**src/rtl/dice_roll_ctrl_if.sv**
```systemverilog
// ----------------------------------------------------------------------------
// dice_roll_ctrl_if
//   Bundles the dice controller's data and status signals.
//   Signals:
//     rnd   [7:0]  free-running LFSR value, advances every clock
//     req   [1:0]  per-player roll request level (rising edge = one request)
//     busy         roll in progress
//     owner        player whose roll is in progress or shown
//     face  [2:0]  displayed die face, 0 = none, 1..6 = value
//     valid        face holds a final result
//     done         one-cycle pulse when the final result is latched
//   Modports:
//     master  drives rnd/req, observes status (environment side)
//     slave   observes rnd/req, drives status (controller side)
// ----------------------------------------------------------------------------
interface dice_roll_ctrl_if;
  logic [7:0] rnd;
  logic [1:0] req;
  logic       busy;
  logic       owner;
  logic [2:0] face;
  logic       valid;
  logic       done;

  modport master (
    output rnd, req,
    input  busy, owner, face, valid, done
  );

  modport slave (
    input  rnd, req,
    output busy, owner, face, valid, done
  );
endinterface

```
**src/rtl/dice_roll_ctrl.sv**
```systemverilog
// ----------------------------------------------------------------------------
// dice_roll_ctrl
//   Shares one LFSR stream between two players. Request edges are queued per
//   player, a round-robin arbiter grants one roll at a time, the die face is
//   animated for ROLL_TICKS steps of TICK_DIV cycles each, and the final face
//   is drawn in 1..6 by rejection sampling with a forced fallback after
//   MAX_RETRY rejected draws. The result is held until the next grant.
//   Ports:
//     Clk   clock, all state on the rising edge
//     rst   asynchronous active-high reset
//     bus   dice_roll_ctrl_if.slave (rnd, req in; busy, owner, face,
//           valid, done out)
// ----------------------------------------------------------------------------
module dice_roll_ctrl #(
  parameter int ROLL_TICKS = 8,
  parameter int TICK_DIV   = 4,
  parameter int MAX_RETRY  = 8
) (
  input logic              Clk,
  input logic              rst,
  dice_roll_ctrl_if.slave  bus
);

  localparam int TW = (TICK_DIV   > 1) ? $clog2(TICK_DIV)   : 1;
  localparam int SW = (ROLL_TICKS > 1) ? $clog2(ROLL_TICKS) : 1;
  localparam int RW = (MAX_RETRY  > 1) ? $clog2(MAX_RETRY)  : 1;

  typedef enum logic [1:0] {IDLE, ROLL, SETTLE} state_t;

  state_t          state_q, state_d;
  logic [1:0]      req_q;
  logic [1:0]      pending_q, pending_d;
  logic            last_grant_q, last_grant_d;
  logic            owner_q, owner_d;
  logic [2:0]      face_q, face_d;
  logic            valid_q, valid_d;
  logic            done_q, done_d;
  logic [TW-1:0]   tick_q, tick_d;
  logic [SW-1:0]   step_q, step_d;
  logic [RW-1:0]   retry_q, retry_d;

  logic [1:0]      req_edge;
  logic [1:0]      grant_1h;
  logic            gnt;
  logic [2:0]      rnd_lo;
  logic            unused_rnd;

  assign rnd_lo     = bus.rnd[2:0];
  assign unused_rnd = ^bus.rnd[7:3];

  // Fold the two out-of-range draws onto the nearest face.
  function automatic logic [2:0] map_face(input logic [2:0] v);
    if (v == 3'd0)      return 3'd1;
    else if (v == 3'd7) return 3'd6;
    else                return v;
  endfunction

  // A fresh edge sets pending even in the cycle that player is granted, so a
  // request landing on its own grant cycle leaves a second roll queued.
  genvar gi;
  generate
    for (gi = 0; gi < 2; gi++) begin : g_req
      assign req_edge[gi]  = bus.req[gi] & ~req_q[gi];
      assign pending_d[gi] = req_edge[gi] | (pending_q[gi] & ~grant_1h[gi]);
    end
  endgenerate

  always_comb begin
    state_d      = state_q;
    last_grant_d = last_grant_q;
    owner_d      = owner_q;
    face_d       = face_q;
    valid_d      = valid_q;
    done_d       = 1'b0;
    tick_d       = tick_q;
    step_d       = step_q;
    retry_d      = retry_q;
    grant_1h     = 2'b00;
    gnt          = 1'b0;

    case (state_q)
      IDLE: begin
        if (pending_q != 2'b00) begin
          // Tie goes to the player not served last; otherwise the lone requester.
          gnt          = (pending_q == 2'b11) ? ~last_grant_q : pending_q[1];
          grant_1h     = gnt ? 2'b10 : 2'b01;
          owner_d      = gnt;
          last_grant_d = gnt;
          valid_d      = 1'b0;
          tick_d       = '0;
          step_d       = '0;
          retry_d      = '0;
          state_d      = ROLL;
        end
      end

      ROLL: begin
        if (tick_q == TW'(TICK_DIV - 1)) begin
          tick_d = '0;
          face_d = map_face(rnd_lo);
          if (step_q == SW'(ROLL_TICKS - 1)) begin
            step_d  = '0;
            state_d = SETTLE;
          end else begin
            step_d = step_q + SW'(1);
          end
        end else begin
          tick_d = tick_q + TW'(1);
        end
      end

      SETTLE: begin
        if (rnd_lo != 3'd0 && rnd_lo != 3'd7) begin
          face_d  = rnd_lo;
          valid_d = 1'b1;
          done_d  = 1'b1;
          state_d = IDLE;
        end else if (retry_q == RW'(MAX_RETRY - 1)) begin
          // Bound the latency: the last rejected draw is folded into range.
          face_d  = map_face(rnd_lo);
          valid_d = 1'b1;
          done_d  = 1'b1;
          state_d = IDLE;
        end else begin
          retry_d = retry_q + RW'(1);
        end
      end

      default: state_d = IDLE;
    endcase
  end

  always_ff @(posedge Clk or posedge rst) begin
    if (rst) begin
      state_q      <= IDLE;
      req_q        <= 2'b00;
      pending_q    <= 2'b00;
      last_grant_q <= 1'b1;
      owner_q      <= 1'b0;
      face_q       <= 3'd0;
      valid_q      <= 1'b0;
      done_q       <= 1'b0;
      tick_q       <= '0;
      step_q       <= '0;
      retry_q      <= '0;
    end else begin
      state_q      <= state_d;
      req_q        <= bus.req;
      pending_q    <= pending_d;
      last_grant_q <= last_grant_d;
      owner_q      <= owner_d;
      face_q       <= face_d;
      valid_q      <= valid_d;
      done_q       <= done_d;
      tick_q       <= tick_d;
      step_q       <= step_d;
      retry_q      <= retry_d;
    end
  end

  assign bus.busy  = (state_q != IDLE);
  assign bus.owner = owner_q;
  assign bus.face  = face_q;
  assign bus.valid = valid_q;
  assign bus.done  = done_q;

endmodule
```
**src/flat_wrapper.sv**
```systemverilog
// flat-port wrapper written by rule: the top's interface ports become plain ports
module dice_roll_ctrl_flat 
#(
  parameter int ROLL_TICKS = 8,
  parameter int TICK_DIV   = 4,
  parameter int MAX_RETRY  = 8
)
  (Clk, rst, bus_rnd, bus_req, bus_busy, bus_owner, bus_face, bus_valid, bus_done);
  dice_roll_ctrl_if bus_i ();
  input logic Clk;
  input logic rst;
  input wire logic [$bits(bus_i.rnd)-1:0] bus_rnd;
  input wire logic [$bits(bus_i.req)-1:0] bus_req;
  output wire logic [$bits(bus_i.busy)-1:0] bus_busy;
  output wire logic [$bits(bus_i.owner)-1:0] bus_owner;
  output wire logic [$bits(bus_i.face)-1:0] bus_face;
  output wire logic [$bits(bus_i.valid)-1:0] bus_valid;
  output wire logic [$bits(bus_i.done)-1:0] bus_done;
  assign bus_i.rnd = bus_rnd;
  assign bus_i.req = bus_req;
  assign bus_busy = bus_i.busy;
  assign bus_owner = bus_i.owner;
  assign bus_face = bus_i.face;
  assign bus_valid = bus_i.valid;
  assign bus_done = bus_i.done;
  dice_roll_ctrl #(.ROLL_TICKS(ROLL_TICKS), .TICK_DIV(TICK_DIV), .MAX_RETRY(MAX_RETRY)) u_core (.Clk(Clk), .rst(rst), .bus(bus_i));
endmodule
```
**config.mk**
```make
export PLATFORM = sky130hd
export DESIGN_NAME = dice_roll_ctrl_flat
export DESIGN_NICKNAME = d
export VERILOG_FILES = /design/src/rtl/dice_roll_ctrl_if.sv /design/src/rtl/dice_roll_ctrl.sv /design/src/flat_wrapper.sv
export SDC_FILE = /design/constraint.sdc
export NUM_CORES = 1
export LEC_CHECK = 0
export ABC_CLOCK_PERIOD_IN_PS = 4500
export BUFFER_PORTS_ARGS = -buffer_cell sky130_fd_sc_hd__buf_2
export CAP_MARGIN = 20
export CORE_ASPECT_RATIO = 0.6
export CORE_MARGIN = 4
export CORE_UTILIZATION = 30
export CTS_BUF_LIST = sky130_fd_sc_hd__clkbuf_16
export DETAILED_ROUTE_END_ITERATION = 6
export PLACE_DENSITY = 0.44
export SKIP_LAST_GASP = 1
export SLEW_MARGIN = 10
export SYNTH_ARGS = -nofsm -noshare
export SYNTH_HDL_FRONTEND = slang
export SYNTH_SLANG_ARGS = --single-unit
```
**constraint.sdc**
```tcl
create_clock -name Clk -period 4.5 [get_ports Clk]
set_input_delay 0.225 -clock Clk [delete_from_list [all_inputs] [get_ports Clk]]
set_output_delay 0.225 -clock Clk [all_outputs]
set_load 0.03 [all_outputs]
```
==> results.cfg <==
[drt]
drt_first_pass_iters = 4
via_per_inst = 4.82
ant_nets = 0
detail_route.wl_per_cell_um = 13.4
totalWireLength_um = 2200
num_vias = 790
drtIter0Drc = 20
route.detailed.drc = 0

[global_routing]
grt-ovfl-total = 0
grt_pass1_wl_um = 3680
grt_pass1_vias = 715
grt_antenna_before_repair = 0
track_usage_pct = 10.4
grt_max_degree = 22

[cts]
ctsResizeCount = 0
cts.clk_slew.worst_paths_ps = 60
clock_latency_ps = 250
cts_buffer_depth = 2
tritoncts.num_buffers = 3
cts_hold_buf = 0
cts_setup_buffers = 0
cts_root_buf = clkbuf_16
htreeDepth = 1
cts.sinks = 21
tritoncts = built

[cells_and_area]
num_antenna_cells = 0
nets = 140
fillers = 342
area_growth_pct = 17.4
fin_util_pct = 38.2
drive_above_1_share_pct = 22.7

[yosys]
syn_area_per_cell_um2 = 10.6
synthAdderAreaFrac_pct = 9.08
ys_seq_area_share_pct = 47.8
synth_nets = 124
synthTopCellsByArea = dfrtp_1 (45%), ha_1 (9.1%), inv_1 (3.1%), nand2_1 (3.1%), a32o_1 (2.7%)
synth_common_cells = dfrtp_1 (20), inv_1 (9), nand2_1 (9), ha_1 (8), nor2_1 (8)
synth_most_common_cell = dfrtp_1
yosysTopAreaCell = dfrtp_1
post-synth-top-area-fraction_pct = 45.4
synth_cell_type_count = 34
synth_mux_area_share_pct = 4.65
async_reset_ff_share_pct = 100
synth_compound_area_share_pct = 17.4
synthSimpleGateAreaFrac_pct = 16.9
synthFlopType = dfrtp_1
netlist_instances = 104
synth_top_family_by_area = compound AO/OA/AOI/OAI gates
synthXorXnorAreaFrac_pct = 0
yosys_warnings = 0
synth_edf_count = 0
synth_seq_cells = 21
synth.cell_area_mm2 = 0.00110

[floorplan]
die_h_um = 55.0
die_w_um = 86.3
num_rows = 16
start_util_pct = 32.6
core-area_mm2 = 0.00338
die_area_mm2 = 0.00474
ioPinCount = 19

[timing]
slew_headroom_pct = 44.8
min_period_ps = 2060
whs_ps = 90.5
finalClockSkew_ps = 3.98
setup_viol = 0
clock.fmax_ghz = 0.485
rsz0062_at_grt = no
timing.final.hold_violations = 0
max_slew.worst_pin.slew_ps = 827
post-route-period-util_pct = 45.8
final.setup.worst_slack_ps = 2440
slew_violations = 0
tns_ps = 0

[place]
place_congestion = 0.711
hpwl_um = 1630
place_ws_ps = 2440
portBuffers = 13

[flow_run]
drv_cap = 0

[critical_path]
timing.reg2reg.setup_slack_ps = 2440
worstSetupPathType = flip-flop to flip-flop
critPathLaunchType = flip-flop
cp.required_ps = 4640
crit_arrival_ps = 2200
cp_max_fo = 11
endpoint_kind = flip-flop

[power_and_ir_drop]
total_power_uw = 855
peakVddDrop_mv = 0.281
p_leak_uw = 0.000628
power_density_mw_per_mm2 = 661

[hold_path]
min_path_type = input port to flip-flop

[outcome]
status = finished, final reports clean
==> power by group <==
group          switching [uW]  internal, uW  total, uW  leakage, uW
clock                    67.2           118        186    0.0000423
sequential               46.6           251        298     0.000265
combinational             214           158        372     0.000320
total                     327           527        855     0.000628
==> worst paths after layout <==
kind,end,startpoint,cells past startpoint
min in group asynchronous,u_core.state_q[1]$_DFFE_PP0P_,rst,2
max,u_core.step_q[0]$_DFFE_PP0P_,u_core.state_q[1]$_DFFE_PP0P_,5
min reg2reg,u_core.pending_q[0]$_DFF_PP0_,u_core.req_q[0]$_DFF_PP0_,1
max reg2reg,u_core.step_q[0]$_DFFE_PP0P_,u_core.state_q[1]$_DFFE_PP0P_,5
min,u_core.req_q[1]$_DFF_PP0_,bus_req[1],1
max in group asynchronous,u_core.state_q[0]$_DFFE_PP0P_,rst,2
==> per-layer routing <==
layer	part of all wire, %	vias up	GRT usage (%)
met2	35	13	14.1
li1	-	404	-
met1	58	371	15.3
met5	0	-	0
met3	6.5	2	4.59
met4	0.45	0	1.55
==> cell families (layout without fill, tap and decap cells) <==
logic type               Yosys count  after routing
adder cells (fa/ha/maj)            8              8
multiplexers                       4              4
AND/OR/NAND/NOR                   32             32
AO/OA/AOI/OAI                     27             27
buffers and inverters             12             27
flip-flops                        21             21
==> sequential cells by signal (all words and copies together), names as in the netlist <==
signal	flops
u_core.bus.owner	1
u_core.pending_q	2
u_core.last_grant_q	1
u_core.step_q	3
u_core.state_q	2
u_core.retry_q	3
u_core.tick_q	2
u_core.bus.valid	1
u_core.req_q	2
u_core.bus.done	1
u_core.bus.face	3
==> worst max-delay path, cell delays in order, from the launching register on <==
cell     delay (ps)
dfrtp_1         410
inv_1            90
ha_1            400
nor3b_2         570
nor3b_2         170
mux2_2          300
==> cells in the final DEF, fill, tap and decap left out, types with 2 or more instances in the layout <==
cell / netlist / layout
mux2_4: 2 / 2
a31oi_1: 2 / 2
clkbuf_16: 0 / 3
nand4b_1: 3 / 3
a21oi_1: 5 / 5
and2_4: 2 / 2
inv_1: 9 / 10
nand3_1: 2 / 2
nor2b_1: 2 / 2
o21ai_0: 6 / 6
a22o_1: 2 / 2
nor2_1: 8 / 8
nor3b_2: 2 / 2
dfrtp_1: 20 / 20
buf_2: 1 / 13
o21ai_1: 2 / 2
a32o_1: 3 / 3
ha_1: 8 / 8
nand2_1: 9 / 9
==> area by class of cell <==
class / count / area [um2] / area share [%]
clock buffers: 3 / 75.1 / 5.80
multi-input cells: 71 / 529 / 40.9
inverters: 10 / 37.5 / 2.90
repair buffers: 13 / 65.1 / 5.03
flip-flops and latches: 21 / 527 / 40.7
clock inverters: 1 / 3.75 / 0.290
well taps: 45 / 56.3 / 4.35
==> metrics by stage <==
stage	std cells	instance area [um2]
global placement	160	1210
finish	164	1290
global route	164	1290
CTS	164	1290
detailed placement	160	1210
floorplan	104	1100
(Power assumes the default switching activity.)
